$ cat src/rtl/ram256_arbiter_pkg.sv
`default_nettype none
// ============================================================================
// Module  : ram256_arbiter_pkg
// Brief   : Shared widths and FSM encoding for the RAM256 arbiter slice.
// Revision: 1.0 - initial release
// ============================================================================
package ram256_arbiter_pkg;

    localparam int WSIZE_DEF = 4;
    localparam int DW        = WSIZE_DEF * 8;
    localparam int AW        = 8;

    typedef enum logic [1:0] {
        IDLE = 2'd0,
        ACC  = 2'd1,
        RSP  = 2'd2
    } state_t;

endpackage
`default_nettype wire

$ cat src/rtl/ram256_arbiter_if.sv
`default_nettype none
// ============================================================================
// Module  : ram256_arbiter_if
// Brief   : Two req/ack requester ports plus the RAM256 macro pins.
// Revision: 1.0 - initial release
// ============================================================================
interface ram256_arbiter_if #(
    parameter int WSIZE = ram256_arbiter_pkg::WSIZE_DEF
);
    localparam int DATA_W = WSIZE * 8;
    localparam int ADDR_W = ram256_arbiter_pkg::AW;

    logic              p0_req;
    logic [WSIZE-1:0]  p0_we;
    logic [ADDR_W-1:0] p0_addr;
    logic [DATA_W-1:0] p0_wdata;
    logic              p0_ack;
    logic [DATA_W-1:0] p0_rdata;

    logic              p1_req;
    logic [WSIZE-1:0]  p1_we;
    logic [ADDR_W-1:0] p1_addr;
    logic [DATA_W-1:0] p1_wdata;
    logic              p1_ack;
    logic [DATA_W-1:0] p1_rdata;

    logic              ram_en;
    logic [WSIZE-1:0]  ram_we;
    logic [ADDR_W-1:0] ram_addr;
    logic [DATA_W-1:0] ram_wdata;
    logic [DATA_W-1:0] ram_rdata;

    logic              busy;

    modport slave (
        input  p0_req, p0_we, p0_addr, p0_wdata,
        output p0_ack, p0_rdata,
        input  p1_req, p1_we, p1_addr, p1_wdata,
        output p1_ack, p1_rdata,
        output ram_en, ram_we, ram_addr, ram_wdata,
        input  ram_rdata,
        output busy
    );

    modport master (
        output p0_req, p0_we, p0_addr, p0_wdata,
        input  p0_ack, p0_rdata,
        output p1_req, p1_we, p1_addr, p1_wdata,
        input  p1_ack, p1_rdata,
        input  ram_en, ram_we, ram_addr, ram_wdata,
        output ram_rdata,
        input  busy
    );

endinterface
`default_nettype wire

$ cat src/rtl/ram256_arbiter_rr_arb2.sv
`default_nettype none
// ============================================================================
// Module  : rr_arb2
// Brief   : Combinational two-input round-robin picker; ties go to !last.
// Revision: 1.0 - initial release
// ============================================================================
module rr_arb2 (
    input  wire logic [1:0] req,
    input  wire logic       last,
    output logic            gnt_valid,
    output logic            gnt_id
);

    always_comb begin
        gnt_valid = |req;
        gnt_id    = (req == 2'b11) ? ~last : req[1];
    end

endmodule
`default_nettype wire

$ cat src/rtl/ram256_arbiter.sv
`default_nettype none
// ============================================================================
// Module  : ram256_arbiter
// Brief   : Round-robin arbiter/sequencer for one single-port RAM256 macro.
// Revision: 1.0 - initial release
// ============================================================================
module ram256_arbiter
    import ram256_arbiter_pkg::*;
#(
    parameter int WSIZE = WSIZE_DEF
) (
    input  wire logic          clk,
    input  wire logic          rst_n,
    ram256_arbiter_if.slave    bus
);

    localparam int DATA_W = WSIZE * 8;

    state_t              r_state;
    state_t              w_state_nxt;
    logic                r_rr_last;
    logic                r_req_id;
    logic [WSIZE-1:0]    r_req_we;
    logic [AW-1:0]       r_req_addr;
    logic [DATA_W-1:0]   r_req_wdata;
    logic                r_ram_en;
    logic [WSIZE-1:0]    r_ram_we;
    logic                r_p0_ack;
    logic                r_p1_ack;
    logic [DATA_W-1:0]   r_p0_rdata;
    logic [DATA_W-1:0]   r_p1_rdata;

    logic                w_gnt_valid;
    logic                w_gnt_id;
    logic                w_load;
    logic                w_rsp;
    logic [WSIZE-1:0]    w_sel_we;
    logic [AW-1:0]       w_sel_addr;
    logic [DATA_W-1:0]   w_sel_wdata;

    rr_arb2 u_rr_arb2 (
        .req       ({bus.p1_req, bus.p0_req}),
        .last      (r_rr_last),
        .gnt_valid (w_gnt_valid),
        .gnt_id    (w_gnt_id)
    );

    always_comb begin
        w_sel_we    = w_gnt_id ? bus.p1_we    : bus.p0_we;
        w_sel_addr  = w_gnt_id ? bus.p1_addr  : bus.p0_addr;
        w_sel_wdata = w_gnt_id ? bus.p1_wdata : bus.p0_wdata;
    end

    always_comb begin
        w_state_nxt = r_state;
        w_load      = 1'b0;
        w_rsp       = 1'b0;
        case (r_state)
            IDLE: begin
                if (w_gnt_valid) begin
                    w_state_nxt = ACC;
                    w_load      = 1'b1;
                end
            end
            ACC:     w_state_nxt = RSP;
            RSP: begin
                w_state_nxt = IDLE;
                w_rsp       = 1'b1;
            end
            default: w_state_nxt = IDLE;
        endcase
    end

    always_ff @(posedge clk or negedge rst_n) begin
        if (!rst_n) begin
            r_state <= IDLE;
        end else begin
            r_state <= w_state_nxt;
        end
    end

    // Request registers double as the RAM address/data pins; ram_we is kept
    // separately so it can be forced low outside the single ACC cycle.
    always_ff @(posedge clk or negedge rst_n) begin
        if (!rst_n) begin
            r_req_id    <= 1'b0;
            r_req_we    <= '0;
            r_req_addr  <= '0;
            r_req_wdata <= '0;
            r_ram_en    <= 1'b0;
            r_ram_we    <= '0;
        end else begin
            r_ram_en <= w_load;
            r_ram_we <= w_load ? w_sel_we : '0;
            if (w_load) begin
                r_req_id    <= w_gnt_id;
                r_req_we    <= w_sel_we;
                r_req_addr  <= w_sel_addr;
                r_req_wdata <= w_sel_wdata;
            end
        end
    end

    always_ff @(posedge clk or negedge rst_n) begin
        if (!rst_n) begin
            r_rr_last  <= 1'b1;
            r_p0_ack   <= 1'b0;
            r_p1_ack   <= 1'b0;
            r_p0_rdata <= '0;
            r_p1_rdata <= '0;
        end else begin
            r_p0_ack <= w_rsp & ~r_req_id;
            r_p1_ack <= w_rsp &  r_req_id;
            if (w_rsp) begin
                r_rr_last <= r_req_id;
                if (r_req_we == '0) begin
                    if (r_req_id) begin
                        r_p1_rdata <= bus.ram_rdata;
                    end else begin
                        r_p0_rdata <= bus.ram_rdata;
                    end
                end
            end
        end
    end

    assign bus.ram_en    = r_ram_en;
    assign bus.ram_we    = r_ram_we;
    assign bus.ram_addr  = r_req_addr;
    assign bus.ram_wdata = r_req_wdata;
    assign bus.p0_ack    = r_p0_ack;
    assign bus.p1_ack    = r_p1_ack;
    assign bus.p0_rdata  = r_p0_rdata;
    assign bus.p1_rdata  = r_p1_rdata;
    assign bus.busy      = (r_state != IDLE);

endmodule
`default_nettype wire

$ cat src/flat_wrapper.sv
// flat-port wrapper written by rule: the top's interface ports become plain ports
module ram256_arbiter_flat import ram256_arbiter_pkg::*;
#(
    parameter int WSIZE = WSIZE_DEF
)
  (clk, rst_n, bus_p0_req, bus_p0_we, bus_p0_addr, bus_p0_wdata, bus_p0_ack, bus_p0_rdata, bus_p1_req, bus_p1_we, bus_p1_addr, bus_p1_wdata, bus_p1_ack, bus_p1_rdata, bus_ram_en, bus_ram_we, bus_ram_addr, bus_ram_wdata, bus_ram_rdata, bus_busy);
  ram256_arbiter_if #(.WSIZE(WSIZE)) bus_i ();
  input  wire logic clk;
  input  wire logic rst_n;
  input wire logic [$bits(bus_i.p0_req)-1:0] bus_p0_req;
  input wire logic [$bits(bus_i.p0_we)-1:0] bus_p0_we;
  input wire logic [$bits(bus_i.p0_addr)-1:0] bus_p0_addr;
  input wire logic [$bits(bus_i.p0_wdata)-1:0] bus_p0_wdata;
  output wire logic [$bits(bus_i.p0_ack)-1:0] bus_p0_ack;
  output wire logic [$bits(bus_i.p0_rdata)-1:0] bus_p0_rdata;
  input wire logic [$bits(bus_i.p1_req)-1:0] bus_p1_req;
  input wire logic [$bits(bus_i.p1_we)-1:0] bus_p1_we;
  input wire logic [$bits(bus_i.p1_addr)-1:0] bus_p1_addr;
  input wire logic [$bits(bus_i.p1_wdata)-1:0] bus_p1_wdata;
  output wire logic [$bits(bus_i.p1_ack)-1:0] bus_p1_ack;
  output wire logic [$bits(bus_i.p1_rdata)-1:0] bus_p1_rdata;
  output wire logic [$bits(bus_i.ram_en)-1:0] bus_ram_en;
  output wire logic [$bits(bus_i.ram_we)-1:0] bus_ram_we;
  output wire logic [$bits(bus_i.ram_addr)-1:0] bus_ram_addr;
  output wire logic [$bits(bus_i.ram_wdata)-1:0] bus_ram_wdata;
  input wire logic [$bits(bus_i.ram_rdata)-1:0] bus_ram_rdata;
  output wire logic [$bits(bus_i.busy)-1:0] bus_busy;
  assign bus_i.p0_req = bus_p0_req;
  assign bus_i.p0_we = bus_p0_we;
  assign bus_i.p0_addr = bus_p0_addr;
  assign bus_i.p0_wdata = bus_p0_wdata;
  assign bus_p0_ack = bus_i.p0_ack;
  assign bus_p0_rdata = bus_i.p0_rdata;
  assign bus_i.p1_req = bus_p1_req;
  assign bus_i.p1_we = bus_p1_we;
  assign bus_i.p1_addr = bus_p1_addr;
  assign bus_i.p1_wdata = bus_p1_wdata;
  assign bus_p1_ack = bus_i.p1_ack;
  assign bus_p1_rdata = bus_i.p1_rdata;
  assign bus_ram_en = bus_i.ram_en;
  assign bus_ram_we = bus_i.ram_we;
  assign bus_ram_addr = bus_i.ram_addr;
  assign bus_ram_wdata = bus_i.ram_wdata;
  assign bus_i.ram_rdata = bus_ram_rdata;
  assign bus_busy = bus_i.busy;
  ram256_arbiter #(.WSIZE(WSIZE)) u_core (.clk(clk), .rst_n(rst_n), .bus(bus_i));
endmodule
$ cat config.mk
export PLATFORM = sky130hd
export DESIGN_NAME = ram256_arbiter_flat
export DESIGN_NICKNAME = d
export VERILOG_FILES = /design/src/rtl/ram256_arbiter_pkg.sv /design/src/rtl/ram256_arbiter_if.sv /design/src/rtl/ram256_arbiter_rr_arb2.sv /design/src/rtl/ram256_arbiter.sv /design/src/flat_wrapper.sv
export SDC_FILE = /design/constraint.sdc
export NUM_CORES = 1
export LEC_CHECK = 0
export ABC_AREA = 1
export BUFFER_PORTS_ARGS = -buffer_cell sky130_fd_sc_hd__buf_2
export CAP_MARGIN = 20
export CORE_MARGIN = 2
export CORE_UTILIZATION = 47
export DETAILED_ROUTE_END_ITERATION = 6
export PLACE_DENSITY = 0.8
export SYNTH_ARGS = -nofsm -noshare
export SYNTH_HDL_FRONTEND = slang
export SYNTH_HIERARCHICAL = 1
export SYNTH_SLANG_ARGS = --single-unit
$ cat constraint.sdc
create_clock -name clk -period 1.6 [get_ports clk]
set_clock_uncertainty 0.1 [all_clocks]
set_input_delay 0.24 -clock clk [delete_from_list [all_inputs] [get_ports clk]]
set_output_delay 0.24 -clock clk [all_outputs]
set_load 0.02 [all_outputs]
==> results.toml <==
[routing]
drtAntennaViolNets = 0
drc = 0
wirelength_mm = 19.47
dr_total_vias = 6013
drt_iter0_markers = 579
via_per_inst = 5.211
wl_per_cell_um = 16.87
drt-pass1-iter-count = 7

[grt]
grt_max_degree = 46
track_usage = 0.3332
grt_pass1_vias = 5965
antenna_found_initial = 0
grt_first_pass_wirelength_mm = 30.04
grt-ovfl-total = 0

[yosys]
seq_area_frac_synth = 0.5823
syn_avg_cell_area_um2 = 7.957
yosysWarnings = 6
ys_top_cells_by_area = "dfrtp_1 58%, nand2_1 28%, o21ai_0 3.6%"
async_reset_ff_frac = 1.000
syn_inst = 643
synth_top_area_share = 0.5772
yosysUniqueCellTypes = 16
yosys.cell_count.top_type = "nand2_1"
synth_edf_count = 0
yosys.area.top_type = "dfrtp_1"
ys_ff_latch = 119
synthFlopType = "dfrtp_1"
synth_nets = 767
netlist_area_um2 = 5116
synthTopCellsByCount = "385 x nand2_1, 118 x dfrtp_1, 37 x o21ai_0"

[sta]
fin_crit_sh = 0.9559
slew_headroom = 0.7085
tightest_slew_ps = 437.3
period_needed_ps = 1529
setup_viol = 0
rsz0062_at_grt = "false"
timing.final.hold_violations = 0
fin_ws_ps = 70.57
report.final.slew_viol_count = 0
fmax_ghz = 0.6538

[critical_path]
worstSetupPathType = "register to output pin"
crit_cells = 3
crit_family = "flip-flops"
startpoint = "u_core/r_state[1]"
rr_endpoint = "u_core/bus.ram_wdata[15]"
rr_startpoint = "u_core/r_rr_last"
endpoint = "bus_busy"
worst_setup_path_end_kind = "output pin"
critPathMaxFanout = 4
path_buf_inv = 2
ff2ff_path_depth = 6
max_stage_delay_ps = 430
path_cells = "inv_2, nand2_1, buf_2"
crit_path_top_delay_cell = "dfrtp_1"
rrSetupSlack_ps = 100
cp.required_ps = 1260
critPathLaunchType = "register"
arrival_ps = 1190

[floorplan]
rows = 38
coreArea_um2 = 10750
initial_utilization = 0.4761
die_area_um2 = 11740
die-width_um = 108.3
io-pin-count = 236
die_h_um = 108.3

[pwr]
p_per_area_nw_per_um2 = 1930
ir_drop_mv = 1.006
p_leak_nw = 4.541

[final_layout]
multi_input_area_um2 = 1911
fin_util = 0.7788
layout.area.seq_um2 = 2979
fin_nets = 1127
nFillCells = 645
layout.cells.non_filler = 1154
drive_above_1_share = 0.2949
area_delta_synth_final_pct = 63.56
n_antenna_cell = 0

[clocking]
root_buffer = "clkbuf_8"
cts.path.max_buffers = 2
cts-htree-levels = 4
clock_latency_ps = 500
path_clk_slew_ps = 60
tritoncts = "built"
cts_buffers = 17
numClockSinks = 119

[placed_design]
gp_congestion = 0.8150
place_inst = 1000
place_hpwl_mm = 9.930
post-place-ws_ps = -103.8
place.port_buffers = 235

[run]
maxCapViolCount = 0

[hold_path]
hp-class = "input pin to asynchronous set/reset pin"

[status]
run_status = "finished clean"
-- sequential cells by signal, indices dropped and copies added, names as in the netlist, 2 cells and up --
register,count
u_core/bus.p1_rdata,32
u_core/bus.ram_addr,8
u_core/r_req_we,4
u_core/bus.ram_wdata,32
u_core/r_state,2
u_core/bus.p0_rdata,32
u_core/bus.ram_we,4
-- worst register-to-register path, cell delays in order (launching register included) --
cell     delay, ps
dfstp_2        560
a21oi_4         90
inv_6          260
nand2_1        180
nand2_1        130
nand2_1         60
nand2_1         70
-- routing by layer --
layer,GRT usage,routed length [µm]
met5,0,0
met4,0.1374,664
met3,0.08559,1980
met2,0.5597,9599
met1,0.4106,7223
-- placed cells by master, fill, tap and decap left out, drive strengths merged --
cell type / instances
nand2: 385
dfstp: 1
nand3: 34
buf: 257
clkinvlp: 5
nor2: 10
clkbuf: 18
a21oi: 5
o21ai: 37
dfrtp: 118
dlygate4sd3: 121
clkinv: 4
inv: 15
or2: 1
bufinv: 3
-- worst min path at each step --
stage | start | to | slack, ps | cells after the start
5_1_grt | rst_n | u_core/bus.p0_rdata[23] | 140 | 2
2_1_floorplan | rst_n | u_core/bus.p0_ack | -160 | 0
6_report | rst_n | u_core/bus.ram_en | 130 | 2
4_1_cts | rst_n | u_core/bus.p0_ack | 110 | 2
3_5_place_dp | rst_n | u_core/bus.p0_ack | 110 | 1
3_3_place_gp | rst_n | u_core/bus.p0_rdata[22] | 110 | 1
-- report_power, final --
part | leakage [nW] | switching [mW] | internal, mW | total [mW]
clock network | 0.271 | 1.35 | 2.39 | 3.74
registers | 1.41 | 0.861 | 4.46 | 5.32
logic | 2.86 | 4.76 | 2.32 | 7.08
-- layout make-up --
cell class              count  share of cell area
clock inverters            12             0.01854
clock buffers              18             0.05114
multi-input cells         472              0.2283
flip-flops and latches    119              0.3560
inverters                  15            0.007327
repair buffers            378              0.3177
well taps                 140             0.02093
-- cell families after synthesis --
group	synth area share
compound gates	0.04109
flops	0.5823
buf+inv	0.04793
simple gates	0.3287
-- per-stage QoR --
| stage | instance area (µm²) | TNS (ps) | hold slack [ps] | total power [mW] |
|---|---|---|---|---|
| 3_3_place_gp | 6540 | -306.4 | 106.7 | 11.57 |
| 4_1_cts | 8337 | 0 | 110.1 | 15.75 |
| 3_5_place_dp | 6540 | -1283 | 106.7 | 11.73 |
| 6_report | 8368 | 0 | 127.9 | 16.15 |
| 2_1_floorplan | 5116 | 0 | -155.6 | 9.185 |
| 5_1_grt | 8368 | 0 | 140.9 | 17.00 |
-- repair_timing --
action,4_1_cts,5_1_grt
resized for setup,1,4
pin swaps,0,1
hold buffers,121,0
buffers inserted,0,3
cloned,0,0
endpoints found under the hold margin,231,0
setup endpoints to repair,49,64
Power figures use the tool's default switching activity.
